$ cat src/rtl/triangle_pwm_core.sv
// Burst PWM engine: fixed-period PWM whose duty ramps up and down in a triangle,
// one step per PWM period, while the control FSM holds active high.
module triangle_pwm_core #(
  parameter int unsigned PWM_RESOLUTION = 16
) (
  input  logic                      clk,
  input  logic                      rst_n,
  input  logic                      active,
  input  logic [PWM_RESOLUTION-1:0] pwm_top,
  input  logic [PWM_RESOLUTION-1:0] step,
  input  logic [PWM_RESOLUTION-1:0] peak,
  output logic                      pwm_out,
  output logic [PWM_RESOLUTION-1:0] duty,
  output logic                      dir,
  output logic                      period_tick,
  output logic [PWM_RESOLUTION-1:0] period_counter
);

  localparam int unsigned W = PWM_RESOLUTION;
  localparam logic [W-1:0] ONE = W'(1);

  typedef enum logic {
    IDLE = 1'b0,
    RUN  = 1'b1
  } state_t;

  state_t       state_q, state_d;
  logic [W-1:0] cnt_q, cnt_d;
  logic [W-1:0] duty_q, duty_d;
  logic         dir_q, dir_d;
  logic         pwm_q, pwm_d;
  logic [W-1:0] pcnt_q, pcnt_d;
  logic [W-1:0] top_s_q, top_s_d;
  logic [W-1:0] step_s_q, step_s_d;
  logic [W-1:0] peak_s_q, peak_s_d;

  logic         wrap;
  logic [W:0]   duty_up;
  logic [W-1:0] duty_ramp;
  logic         dir_ramp;

  assign wrap = (state_q == RUN) && (cnt_q == top_s_q);

  // Triangle step evaluated one bit wider so apex/floor clamp without wrap-around.
  always_comb begin
    duty_up   = {1'b0, duty_q} + {1'b0, step_s_q};
    duty_ramp = duty_q;
    dir_ramp  = dir_q;
    if (!dir_q) begin
      if (duty_up >= {1'b0, peak_s_q}) begin
        duty_ramp = peak_s_q;
        dir_ramp  = 1'b1;
      end else begin
        duty_ramp = duty_up[W-1:0];
      end
    end else begin
      if (duty_q <= step_s_q) begin
        duty_ramp = '0;
        dir_ramp  = 1'b0;
      end else begin
        duty_ramp = duty_q - step_s_q;
      end
    end
  end

  always_comb begin
    state_d  = state_q;
    cnt_d    = cnt_q;
    duty_d   = duty_q;
    dir_d    = dir_q;
    pwm_d    = 1'b0;
    pcnt_d   = pcnt_q;
    top_s_d  = top_s_q;
    step_s_d = step_s_q;
    peak_s_d = peak_s_q;

    case (state_q)
      IDLE: begin
        if (active) begin
          state_d  = RUN;
          cnt_d    = '0;
          duty_d   = '0;
          dir_d    = 1'b0;
          pcnt_d   = '0;
          top_s_d  = pwm_top;
          step_s_d = step;
          peak_s_d = peak;
        end
      end
      RUN: begin
        // Dropping active aborts immediately, overriding any wrap on the same edge.
        if (!active) begin
          state_d = IDLE;
          cnt_d   = '0;
          duty_d  = '0;
          dir_d   = 1'b0;
          pcnt_d  = '0;
        end else begin
          pwm_d = (cnt_q < duty_q);
          if (wrap) begin
            cnt_d  = '0;
            duty_d = duty_ramp;
            dir_d  = dir_ramp;
            if (pcnt_q != '1) begin
              pcnt_d = pcnt_q + ONE;
            end
          end else begin
            cnt_d = cnt_q + ONE;
          end
        end
      end
      default: state_d = IDLE;
    endcase
  end

  always_ff @(posedge clk or negedge rst_n) begin
    if (!rst_n) begin
      state_q  <= IDLE;
      cnt_q    <= '0;
      duty_q   <= '0;
      dir_q    <= 1'b0;
      pwm_q    <= 1'b0;
      pcnt_q   <= '0;
      top_s_q  <= '0;
      step_s_q <= '0;
      peak_s_q <= '0;
    end else begin
      state_q  <= state_d;
      cnt_q    <= cnt_d;
      duty_q   <= duty_d;
      dir_q    <= dir_d;
      pwm_q    <= pwm_d;
      pcnt_q   <= pcnt_d;
      top_s_q  <= top_s_d;
      step_s_q <= step_s_d;
      peak_s_q <= peak_s_d;
    end
  end

  assign pwm_out        = pwm_q;
  assign duty           = duty_q;
  assign dir            = dir_q;
  assign period_tick    = wrap;
  assign period_counter = pcnt_q;

endmodule

$ cat config.mk
export PLATFORM = sky130hd
export DESIGN_NAME = triangle_pwm_core
export DESIGN_NICKNAME = d
export VERILOG_FILES = /design/src/rtl/triangle_pwm_core.sv
export SDC_FILE = /design/constraint.sdc
export NUM_CORES = 1
export LEC_CHECK = 0
export CORE_UTILIZATION = 58
export CTS_BUF_LIST = sky130_fd_sc_hd__clkbuf_2 sky130_fd_sc_hd__clkbuf_4 sky130_fd_sc_hd__clkbuf_8
export DETAILED_ROUTE_END_ITERATION = 6
export GPL_TIMING_DRIVEN = 0
export PLACE_DENSITY = 0.83
export SLEW_MARGIN = 20
export SYNTH_ARGS = -nofsm -noshare
export SYNTH_HDL_FRONTEND = slang
export SYNTH_SLANG_ARGS = --single-unit
$ cat constraint.sdc
create_clock -name clk -period 5.05 [get_ports clk]
set_input_delay 0.505 -clock clk [delete_from_list [all_inputs] [get_ports clk]]
set_output_delay 0.505 -clock clk [all_outputs]
set_load 0.1 [all_outputs]
Word level (Yosys, flattened, before mapping):

Cells that the tools add are included.

* flip-flop bits (word level): 99
* output and inout port bits: 35
* logic and storage cells: 50

* $add $sub $neg: 4
* magnitude comparators: 3
* equal/unequal tests: 5
* muxes and demuxes: 24
* bitwise operators: 1
* reductions and logical operators: 4

Operator list (count)
* 16-bit 2-to-1 mux: 11
* 16-bit case mux with 2 select lines: 3
* 16-bit by 1-bit adder with 16-bit output, second input constant: 2
* 16-bit by 16-bit adder with 17-bit output: 1
* 17-bit by 16-bit >= comparator with 1-bit output: 1
* 16-bit equality test: 1
* 16-bit less-or-equal comparator: 1
* 16-bit < comparator: 1
* 16-bit != test, second input constant: 1
* 16-bit subtractor: 1
* 1-bit 2-to-1 mux: 9
* 2-bit AND reduction: 2
* 3-bit by 2-bit != test with 1-bit output, second input constant: 1
* 3-bit != test, second input constant: 1
* 3-bit AND reduction: 1
* 2-bit != test, second input constant: 1
* 1-bit case mux with 2 select lines: 1
* 1-bit logical AND: 1
* 1-bit inverter: 1

Logic depth before layout (Yosys ltp):

* depth after elaboration: 7
* gate-level depth with buffers: 20
* mapped depth without buffers: 18

Worst setup path after synthesis:

OpenSTA, ideal clock, no wires.

* kind: reg2reg
* start: register duty_q[1] (netlist: duty[1])
* end: register duty_q[11] (netlist: duty[11])
* arrival time: 4.462 ns
* path slack: 0.465 ns
* stages on the path, launching flop included: 18
* buffers on the path: 1
* clock period less this slack: 4.585 ns
* path through: dfrtp_1 -> inv_1 -> fa_1 -> o21ba_1 -> or4_4 -> a21boi_2 -> o21a_2 -> o211ai_2 -> ha_1 -> a211oi_1 -> o21ai_0 -> a22oi_1 -> nand4_1 -> or2_1 -> buf_6 -> nor3_1 -> o32ai_2 -> a22o_1

* longest elaborated chain between the ends: 7

Ends and longest elaborated chain
* start, declared: RTL line 29 `logic [W-1:0] duty_q, duty_d;`
* start signal, assigned: RTL line 130 `duty_q <= duty_d;`
* 16-bit by 16-bit adder with 17-bit output: RTL line 46 `duty_up = {1'b0, duty_q} + {1'b0, step_s_q};`
* 17-bit by 16-bit >= comparator with 1-bit output: RTL line 50 `if (duty_up >= {1'b0, peak_s_q}) begin`
* 16-bit 2-to-1 mux: RTL line 50
* 16-bit 2-to-1 mux *: RTL line 49 `if (!dir_q) begin`
* 16-bit 2-to-1 mux *: RTL line 100 `if (wrap) begin`
* 16-bit 2-to-1 mux *: RTL line 92 `if (!active) begin`
* 16-bit case mux with 2 select lines *: RTL line 77 `case (state_q)`

Every way passes the cells marked *; elsewhere a longest branch is shown, timed or not. The select of a mux whose other input is x is not followed.
A chain may end at the register's enable or synchronous reset.

Worst setup path in the final report:

* start: register duty_q[0] (netlist: duty[0])
* end: register duty_q[10] (netlist: duty[10])

Same word-level chain as after synthesis.

==> impl_metrics.env <==
export IMPL_status="complete, but fails checks"
export IMPL_violations="design-rule violations"
export IMPL_ys_types=75
export IMPL_fmax_mhz=213
export IMPL_clkSinkCount=99
export IMPL_ys_top_cells_by_count="99 x dfrtp_1, 78 x o21ai_0, 65 x ha_1"
export IMPL_dr_pass1_iters=7
export IMPL_initial_core_util=0.603
export IMPL_finalPower_mw=1.98
export IMPL_hold_path_class="flop to flop"
export IMPL_netSwitchingFraction=0.335
export IMPL_grt_max_degree=72
export IMPL_cp_max_fo=10
export IMPL_synthTopCellsByArea="dfrtp_1 36%, ha_1 12%, o21ai_0 5.6%"
export IMPL_period_needed_ps=4700
export IMPL_syn2layout_area_growth_pct=18.4
export IMPL_grt_pass1_wl_um=30600
export IMPL_port_buffers=85
export IMPL_drc_errors=7
export IMPL_worstPathRequired_ps=5310
export IMPL_finalCritPeriodShare=0.931
export IMPL_final_max_slew_violation_count=0
export IMPL_switching_power_uw=661
export IMPL_regArea_um2=2480
export IMPL_yosysTopAreaCell="dfrtp_1"
export IMPL_wl_met1_um=8640
export IMPL_ys_seq_area_frac=0.355
export IMPL_synth_top_cell_area_share=0.355
export IMPL_clk_path_buf_depth=2
export IMPL_io_pins=86
export IMPL_gp_congestion=0.942
export IMPL_synth_ff_type="dfrtp_1"
export IMPL_syn_area_um2=6980
export IMPL_drtIter0Drc=502
export IMPL_synth_cells=773
export IMPL_synth_seq_cells=99
export IMPL_clk_pin_slew_worst_paths_ps=100
export IMPL_arrival_ps=4960
export IMPL_multi_input_area_um2=4080
export IMPL_grt_pass1_vias=6025
export IMPL_diodes=0
export IMPL_synth_most_common_cell="dfrtp_1"
export IMPL_antenna_left=0
export IMPL_relSlewSlack=0.344
export IMPL_crit_slowest_cell="dfrtp_2"
export IMPL_clock_power_share=0.278
export IMPL_crit_type="flop to flop"
export IMPL_vdd_drop_max_uv=186
export IMPL_core_um2=11600
export IMPL_die_height_um=112
export IMPL_tritoncts_num_buffers=9
export IMPL_postSynth_asyncResetShare=1.00
export IMPL_r2r_slack_ps=350
export IMPL_hold_viol=0
export IMPL_setup_tns_ps=0
export IMPL_cap_violations=0
export IMPL_cp_common_cell="ha_1"
export IMPL_wl_met2_um=8760
export IMPL_setup_viol=0
export IMPL_synth_edff_count=0
export IMPL_internal_power_mw=1.31
export IMPL_post_route_util=0.714
export IMPL_cts_tree="yes"
export IMPL_vias_per_cell=6.01
export IMPL_leakagePower_nw=3.66
export IMPL_avgSynthCellArea_um2=9.02
export IMPL_dr_total_vias=6127
export IMPL_place_hpwl_um=14600
export IMPL_overflow=0
export IMPL_startpoint_type="flop"
export IMPL_cp_cell_sequence="ha_1, inv_1, fa_1, o21ba_1, or4_4, a21boi_2, o21a_2, o211ai_2, ha_1, a211oi_1, o21ai_0, a22oi_1, nand4_1, nor2_2, buf_4, mux2i_1, o221ai_1"
export IMPL_nFillCells=884
export IMPL_grt_use_total=0.314
export IMPL_wl_met3_um=1020
export IMPL_top_layer_used="met4"
export IMPL_clock_latency_ps=400
export IMPL_crit_family="compound AO/OA/AOI/OAI gates"
export IMPL_end_kind="flop"
export IMPL_yosys_warnings=0
export IMPL_power_frac_seq=0.448
export IMPL_drt_wl_total_um=19000
export IMPL_htreeDepth=3
export IMPL_rsz0062_at_grt="false"
export IMPL_tightest_slew_ps=981
export IMPL_critPathMaxStageDelay_ps=480
export IMPL_cp_num_buf_inv=2
export IMPL_drive_above_1_share=0.0845
export IMPL_fin_skew_ps=15.3
export IMPL_rows=39
export IMPL_cts_root_buf="clkbuf_8"
export IMPL_nets=989
export IMPL_wl_per_cell_um=18.6
export IMPL_syn_num_nets=891
export IMPL_antenna_found_initial=0
export IMPL_powerDensity_nw_per_um2=239
export IMPL_die_area_um2=12500
export IMPL_fp_dieW_um=112
export IMPL_p_comb_frac=0.274
placed cells by master (no fill, tap or decap), drive strengths merged, types with 6 or more instances in the layout:
master         Yosys  final
dfrtp             99     99
o21ai             85     85
clkdlybuf4s50      0     84
inv               64     67
ha                65     65
nand2             61     61
nor2              44     44
a21oi             34     34
xnor2             32     32
clkbuf            22     32
xor2              23     23
buf               18     20
mux2              19     19
nand3             18     18
and3              18     18
nand4             17     17
nor2b             12     12
a21o              10     10
nor3               9      9
a22oi              9      9
mux2i              9      9
and2               8      8
nand2b             7      7
o21bai             7      7
o211ai             6      6
o21a               6      6
nor4               6      6
metrics by stage:
stage / cells / area, um2 / setup WS (ps) / hold WS (ps)
global placement: 1001 / 8010 / -186 / 502
detailed placement: 1002 / 8030 / 395 / 402
floorplan: 773 / 6980 / 465 / 209
global route: 1019 / 8260 / 3.63 / 558
CTS: 1019 / 8250 / 347 / 534
finish: 1019 / 8260 / 349 / 530
state kept, by name (all words and copies together) (netlist names):
| name | count |
|---|---|
| peak_s_q | 16 |
| period_counter | 16 |
| step_s_q | 16 |
| dir | 1 |
| state_q | 1 |
| cnt_q | 16 |
| top_s_q | 16 |
| duty | 16 |
| pwm_out | 1 |
what timing repair did:
action,CTS,global route
resized for setup,0,2
buffers inserted,0,0
hold endpoints to repair,28,0
endpoints found under the setup margin,0,4
hold buffers,1,0
area by class of cell:
cell class,instances,area share
buffer,40,0.0226
clock inverter,6,0.00864
tap,143,0.0217
sequential,99,0.300
timing repair buffer,87,0.108
clock buffer,10,0.0159
multi-input combinational,569,0.494
inverter,65,0.0295
layer usage:
metal  up-vias  global-route usage
met1      2982               0.427
met4         0               0.141
li1       2903                   -
met2       203               0.501
met5         -                   0
met3        39              0.0435
path summary, 6_finish.rpt:
kind / from / end / depth (start not counted)
worst max-delay path: duty[0] / duty[10] / 17
worst max register to register: duty[0] / duty[10] / 17
min in group asynchronous: rst_n / peak_s_q[14] / 2
max in group asynchronous: rst_n / cnt_q[2] / 3
worst min register to register: period_counter[0] / period_counter[0] / 1
worst min-delay path: period_counter[0] / period_counter[0] / 1
worst register-to-register path, cell delays in order, from the launching register on:
cell	delay, ps
dfrtp_2	480
ha_1	200
inv_1	60
fa_1	400
o21ba_1	210
or4_4	430
a21boi_2	260
o21a_2	240
o211ai_2	120
ha_1	360
a211oi_1	250
o21ai_0	130
a22oi_1	240
nand4_1	160
nor2_2	270
buf_4	280
mux2i_1	300
o221ai_1	160
kinds of logic (layout without fill, tap and decap cells):
| group | Yosys count | count (layout) | share of synthesized area |
|---|---|---|---|
| AND/OR/NAND/NOR | 215 | 215 | 0.157 |
| AO/OA/AOI/OAI | 204 | 204 | 0.190 |
| flip-flops | 99 | 99 | 0.355 |
| buffers and inverters | 105 | 208 | 0.0617 |
| adder cells (fa/ha/maj) | 67 | 67 | 0.122 |
| multiplexers | 28 | 28 | 0.0436 |
| XOR/XNOR | 55 | 55 | 0.0701 |
power groups by stage:
stage	clock network, mW	registers (mW)	logic, mW
3_3_place_gp	0	0.899	0.511
6_report	0.549	0.885	0.541
4_1_cts	0.558	0.885	0.536
3_5_place_dp	0	0.901	0.530
5_1_grt	0.584	0.891	0.594
2_1_floorplan	0	0.902	0.348
Power figures use the tool's default switching activity.
